<file path="config.mk">
export PLATFORM = sky130hd
export DESIGN_NAME = serial_paralelo_rx
export DESIGN_NICKNAME = d
export VERILOG_FILES = /design/src/rtl/serial_paralelo_rx.sv
export SDC_FILE = /design/constraint.sdc
export NUM_CORES = 1
export LEC_CHECK = 0
export CORE_MARGIN = 4
export CORE_UTILIZATION = 43
export DETAILED_ROUTE_END_ITERATION = 16
export RECOVER_POWER = 50
export SLEW_MARGIN = 20
export SYNTH_ARGS = -nofsm -noshare
export SYNTH_HDL_FRONTEND = slang
export SYNTH_SLANG_ARGS = --single-unit
export TNS_END_PERCENT = 50
</file>
<file path="constraint.sdc">
create_clock -name clk_32f -period 2.9 [get_ports clk_32f]
set_clock_uncertainty 0.05 [all_clocks]
set_input_delay 0.29 -clock clk_32f [delete_from_list [all_inputs] [get_ports clk_32f]]
set_output_delay 0.29 -clock clk_32f [all_outputs]
set_load 0.005 [all_outputs]
</file>
<file path="src/rtl/serial_paralelo_rx.sv">
// Serial-to-parallel receiver: locks byte alignment on repeated COM symbols, then delivers data bytes.
// Optional macro RX_ERR_CNT_EN adds a saturating false-lock counter output (err_cnt).
module serial_paralelo_rx #(
  parameter logic [7:0]  COM_SYMBOL = 8'hBC,
  parameter int unsigned COM_COUNT  = 4
) (
  input  logic       clk_32f,
  input  logic       reset_L,
  input  logic       data_in,
  output logic [7:0] data_out,
  output logic       valid_out,
  output logic       active
`ifdef RX_ERR_CNT_EN
  ,
  output logic [7:0] err_cnt
`endif
);

  typedef enum logic [1:0] {
    SEARCH = 2'd0,
    ALIGN  = 2'd1,
    ACTIVE = 2'd2
  } state_t;

  state_t     state_q;
  logic [6:0] sr_q;
  logic [2:0] bit_cnt_q;
  logic [3:0] com_cnt_q;
  logic [3:0] com_cnt_d;
  logic [7:0] win;
  logic       win_is_com;
  logic       boundary;

  // Window always includes the bit arriving on this edge, so a byte is registered on its last bit.
  assign win        = {sr_q, data_in};
  assign win_is_com = (win == COM_SYMBOL);
  assign boundary   = (bit_cnt_q == 3'd7);

  always_comb begin
    com_cnt_d = com_cnt_q;
    if (com_cnt_q < 4'(COM_COUNT)) com_cnt_d = com_cnt_q + 4'd1;
  end

`ifdef RX_ERR_CNT_EN
  logic [7:0] err_cnt_q;
  assign err_cnt = err_cnt_q;
`endif

  always_ff @(posedge clk_32f) begin
    if (!reset_L) begin
      state_q   <= SEARCH;
      sr_q      <= 7'd0;
      bit_cnt_q <= 3'd0;
      com_cnt_q <= 4'd0;
      data_out  <= 8'h00;
      valid_out <= 1'b0;
      active    <= 1'b0;
`ifdef RX_ERR_CNT_EN
      err_cnt_q <= 8'd0;
`endif
    end else begin
      sr_q <= win[6:0];
      case (state_q)
        SEARCH: begin
          if (win_is_com) begin
            state_q   <= ALIGN;
            bit_cnt_q <= 3'd0;
            com_cnt_q <= 4'd1;
          end
        end
        ALIGN: begin
          bit_cnt_q <= bit_cnt_q + 3'd1;
          if (boundary) begin
            if (win_is_com) begin
              com_cnt_q <= com_cnt_d;
              if (com_cnt_d == 4'(COM_COUNT)) begin
                state_q <= ACTIVE;
                active  <= 1'b1;
              end
            end else begin
              // False lock: drop back and hunt again from the next edge.
              state_q   <= SEARCH;
              com_cnt_q <= 4'd0;
`ifdef RX_ERR_CNT_EN
              if (err_cnt_q != 8'hFF) err_cnt_q <= err_cnt_q + 8'd1;
`endif
            end
          end
        end
        ACTIVE: begin
          bit_cnt_q <= bit_cnt_q + 3'd1;
          if (boundary) begin
            if (win_is_com) begin
              valid_out <= 1'b0;
            end else begin
              data_out  <= win;
              valid_out <= 1'b1;
            end
          end
        end
        default: state_q <= SEARCH;
      endcase
    end
  end

endmodule

</file>
Word-level counts from Yosys, hierarchy flattened
Index checks and enable logic that the tools add are counted.

storage, ports and cells
  memory bits (writable) = 0
  latch bits = 0
  logic and storage cells = 43
  input bits = 3
  bits in read-only memories = 0
  register bits after elaboration = 26
  memories = 0

operators by class
  $lt $le $gt $ge = 1
  add/sub/neg operators = 2
  shifts and indexed selects = 0
  eq/ne operators = 8
  muxes and demuxes = 13
  div/mod/pow operators = 0
  reductions and logical operators = 10
  multipliers = 0
  bitwise operators = 2

operators with widths
  operator               count
  $mux W4                4
  $eq A8 B8 Y1 const B   1
  $mux W2                4
  $pmux W4 S2            1
  $reduce_and A4 Y1      2
  $pmux W2 S3            1
  $pmux W3 S2            1
  $reduce_and A3 Y1      2
  $add A4 B1 Y4 const B  1
  $eq A4 B3 Y1 const B   1
  $lt A4 B3 Y1 const B   1
  $ne A2 B2 Y1 const B   2
  $reduce_and A2 Y1      2
  $reduce_bool A2 Y1     2
  $add A3 B1 Y3 const B  1
  $eq A3 B3 Y1 const B   1
  $mux W3                1
  $ne A3 B3 Y1 const B   1
  $eq A2 B1 Y1 const B   1
  $eq A2 B2 Y1 const B   1
  $logic_not A2 Y1       1
  $not A1 Y1             2
  $reduce_or A2 Y1       1
  $mux W1                1

Longest topological paths before layout
  depth in word-level cells = 7
  mapped depth = 7
  depth with buffers taken out = 6

Least setup slack after synthesis
OpenSTA, ideal clock, no wires.

  path type = reg2reg
  start point = register com_cnt_q[0]
  end point = register state_q[1]
  cell stages (with the launch flop) = 6
  buffers on the path = 0
  library setup time = 0.091 ns
  period minus slack after synthesis = 1.726 ns
  setup slack = 1.174 ns
  arrival time = 1.585 ns
  cells stage by stage = dfxtp_1 ha_1 or4bb_1 a21oi_1 a31oi_1 a311oi_1

between the ends
  cells in the longest elaborated chain, start to end = 5
  elaborated cells between the ends (all ways) = 6

ends and longest elaborated chain
  item                                                  RTL line  source
  start: declaration                                    28        logic [3:0] com_cnt_q;
  start signal: assignment                              75        com_cnt_q <= com_cnt_d;
  $add A4 B1 Y4 / $lt A4 B3 Y1 (equally long branches)  41        if (com_cnt_q < 4'(COM_COUNT)) com_cnt_d = com_cnt_q + 4'd1;
  $mux W4 *                                             41
  $eq A4 B3 Y1 *                                        76        if (com_cnt_d == 4'(COM_COUNT)) begin
  $ne A3 B3 Y1 (no source line) *                       -
  $reduce_and A4 Y1 (no source line) *                  -
  end signal: assignment                                51        state_q <= SEARCH;
  end signal: assignment                                77        state_q <= ACTIVE;
  end signal: assignment                                82        state_q <= SEARCH;
  end: declaration                                      25        state_t state_q;

Mark *: on every way between the ends. The rest lies on a longest branch, timed or not.
A chain may end at the register's enable or synchronous reset.

Worst setup path after layout
  start point = input data_in
  end point = register bit_cnt_q[0]

between the ends
  cells in the longest elaborated chain, start to end = 3

ends and longest elaborated chain
  item                                RTL line  source
  start: declaration                  9         input logic data_in,
  $eq A8 B8 Y1                        36        assign win_is_com = (win == COM_SYMBOL);
  $ne A2 B2 Y1 (no source line)       -
  $reduce_and A2 Y1 (no source line)  -
  end signal: assignment              72        bit_cnt_q <= bit_cnt_q + 3'd1;
  end signal: assignment              91        bit_cnt_q <= bit_cnt_q + 3'd1;
  end: declaration                    27        logic [2:0] bit_cnt_q;

No other way between the ends.

==> reports/metrics.yaml <==
outcome:
  status: "finished clean"
placed_design:
  gp_congestion: 0.758
  portBuffers: 12
  hpwlAfterDp_um: 1630
logic_synthesis:
  yosys_warnings: 0
  yosys.area_share.simple_pct: 21.1
  synth-xor-area-share_pct: 0
  synth-edff-count: 0
  syn_avg_cell_area_um2: 10.1
  netlist.area_leader.share_pct: 44.6
  yosysUniqueCellTypes: 36
  ys_seq_elements: 26
  synth_flop_cell: "dfxtp_1"
  syn_nets: 125
  synthTopCellsByArea: "dfxtp_1, mux2i_1, ha_1"
  synth_fa_ha_area_share_pct: 7.51
  seq_area_frac_synth_pct: 44.6
  synthMuxAreaShare_pct: 8.69
  synth_cells: 115
  netlist_area_um2: 1170
  async_flop_share_pct: 0
  yosys.area.top_type: "dfxtp_1"
  synth_compound_area_share_pct: 15.5
  synth_top_family_by_area: "simple AND/OR/NAND/NOR gates"
sta:
  maxSlewHeadroom_pct: 42.0
  finalSetupViolCount: 0
  min_period_ns: 2.22
  worst_pin_slew_ns: 0.858
  fmax_ghz: 0.451
  timing.final.crit_share_pct: 76.5
  final-hold-violation-count: 0
  fin_tns_setup_ns: 0
  rsz0062_at_grt: "false"
  final-max-slew-violation-count: 0
cts:
  htree_levels: 1
  cts_hold_buf: 0
  cts_sinks: 26
  cts_setup_buffers: 0
  clkTransAtPathRegs_ns: 0.14
  cts_buffers: 3
  cts_tree: "yes"
  cts_root_buffer: "clkbuf_4"
  clk_path_buf_depth: 2
  clk_latency_ns: 0.33
  cts.repair.resized: 0
setup_path:
  startpoint: "data_in"
  r2r-end: "bit_cnt_q[0]$_SDFFE_PN0P_"
  critical_path_arrival_ns: 2.42
  reg2regPathDepth: 4
  path_max_fanout: 9
  path_class: "input pin to register"
  rr_startpoint: "sr_q[5]$_SDFF_PN0_"
  max_stage_delay_ns: 0.77
  start_kind: "input pin"
  path_cells: "clkdlybuf4s50_1 -> nor4b_1 -> a21oi_2 -> or4b_1 -> a21oi_1"
  crit_slowest_cell: "nor4b_1"
  required_ns: 3.11
  r2r_slack_ns: 0.76
  endpoint_kind: "register"
power:
  swShare_pct: 21.5
  p_per_area_nw_per_um2: 421
  p_int_mw: 0.441
  combPwrFrac_pct: 2.1
  ir_worst_vdd_mv: 0.287
  switchingPower_mw: 0.120
  leakage_nw: 0.507
  clkPwrFrac_pct: 33.5
  seq_power_share_pct: 64.5
detailed_routing:
  ant_nets: 0
  num_vias: 879
  avgRoutedWirePerCell_um: 14.3
  routed_via_density: 5.56
  drtIter0Drc: 20
  first_pass_iters: 4
  drt-total-wl_um: 2250
  drc: 0
layout:
  register_area_um2: 520
  post-route-util_pct: 52.9
  drive_above_1_share_pct: 10.9
  area_growth_pct: 14.4
  multi_input_area_um2: 601
  diodes: 0
  nets: 139
  nFillCells: 250
global_route:
  grt_pass1_wl_um: 4110
  grt.total_usage_pct: 14.9
  grt_max_degree: 17
  overflow: 0
  first_global_vias: 907
  antenna_found_initial: 0
min_path:
  hold_end: "data_out[0]$_SDFFE_PN0P_"
  min_from: "data_out[0]$_SDFFE_PN0P_"
  hold_path.class: "register to register"
  holdPathStages: 2
die:
  design.portCount: 13
  start_util_pct: 46.2
  num_rows: 18
  fp.dieW_um: 60.1
  dieArea_um2: 3610
  die_h_um: 60.1
  core_area_um2: 2520
job:
  maxCapViolations: 0
==> through the flow <==
| step | instance area (µm²) | hold WS (ns) | power, mW | worst slack [ns] | cells |
|---|---|---|---|---|---|
| 6_report | 1330 | 0.438 | 0.561 | 0.683 | 158 |
| 3_5_place_dp | 1310 | 0.421 | 0.383 | 0.782 | 154 |
| 3_3_place_gp | 1310 | 0.417 | 0.382 | 0.854 | 154 |
| 2_1_floorplan | 1170 | 0.362 | 0.376 | 1.17 | 115 |
| 5_1_grt | 1330 | 0.475 | 0.587 | 0.503 | 158 |
| 4_1_cts | 1350 | 0.440 | 0.569 | 0.937 | 158 |
==> metal layers <==
metal	vias to the layer above	GRT usage (%)	share of wire (%)
met1	421	19.4	48
li1	442	-	-
met4	0	5.70	1.7
met2	10	24.5	48
met3	6	2.38	2.1
met5	-	0	0
==> logic make-up (layout without fill, tap and decap cells) <==
family / count (synthesis) / after routing
AND/OR/NAND/NOR: 38 / 38
flip-flops: 26 / 26
buffers and inverters: 8 / 21
AO/OA/AOI/OAI: 26 / 26
multiplexers: 10 / 10
adder cells (fa/ha/maj): 7 / 7
==> worst max-delay path by stage <==
| stage | to | slack (ns) | cells after the start |
|---|---|---|---|
| 6_report | bit_cnt_q[0]$_SDFFE_PN0P_ | 0.68 | 5 |
| 5_1_grt | bit_cnt_q[0]$_SDFFE_PN0P_ | 0.50 | 5 |
| 4_1_cts | data_out[6]$_SDFFE_PN0P_ | 0.94 | 6 |
| 3_5_place_dp | bit_cnt_q[0]$_SDFFE_PN0P_ | 0.78 | 5 |
| 3_3_place_gp | bit_cnt_q[0]$_SDFFE_PN0P_ | 0.85 | 5 |
| 2_1_floorplan | state_q[1]$_SDFFE_PN0P_ | 1.17 | 5 |
==> critical path: cells and delay by family <==
kind	cells	cell delay (ns)
AO/OA/AOI/OAI	2	0.38
buffers and inverters	1	0.46
AND/OR/NAND/NOR	2	1.29
==> registers in the layout, summed over array words and instances (netlist names) <==
name / flops
data_out: 8
sr_q: 7
com_cnt_q: 4
bit_cnt_q: 3
state_q: 2
active: 1
valid_out: 1
==> Yosys cell counts (2+ instances only) <==
| cell type | number |
|---|---|
| dfxtp_1 | 26 |
| nor2_1 | 11 |
| a21oi_1 | 9 |
| mux2i_1 | 9 |
| ha_1 | 7 |
| and2_1 | 6 |
| inv_1 | 5 |
| o21ai_0 | 5 |
| nand2_1 | 4 |
| clkbuf_1 | 3 |
| a21oi_2 | 2 |
| nand3_1 | 2 |
| nand4_1 | 2 |
| nand4b_1 | 2 |
==> power groups by stage <==
| stage | Clock [mW] | Sequential (mW) | Combinational [mW] |
|---|---|---|---|
| after floorplan | 0 | 0.369 | 0.00717 |
| after global placement | 0 | 0.370 | 0.0127 |
| after detailed placement | 0 | 0.370 | 0.0128 |
| after CTS | 0.194 | 0.362 | 0.0129 |
| after global routing | 0.211 | 0.362 | 0.0133 |
| final | 0.188 | 0.362 | 0.0117 |
==> cell type report <==
cell class	instances	share of cell area, %
inverters	5	1.41
multi-input cells	81	45.0
repair buffers	12	9.01
well taps	30	2.81
clock buffers	4	2.72
flip-flops and latches	26	39.0
==> placed cells by master, fill, tap and decap left out, types with 2 or more instances in the layout <==
cell type and count:
dfxtp_1 26, nor2_1 11, dlygate4sd3_1 11, mux2i_1 9
a21oi_1 9, ha_1 7, inv_1 5, and2_0 5
o21ai_0 5, nand2_1 4, clkbuf_4 3, nor4b_1 2
a21oi_2 2, nand3_1 2, nand4_1 2, nand4b_1 2
Note: power is estimated with default switching activity, not from simulation.
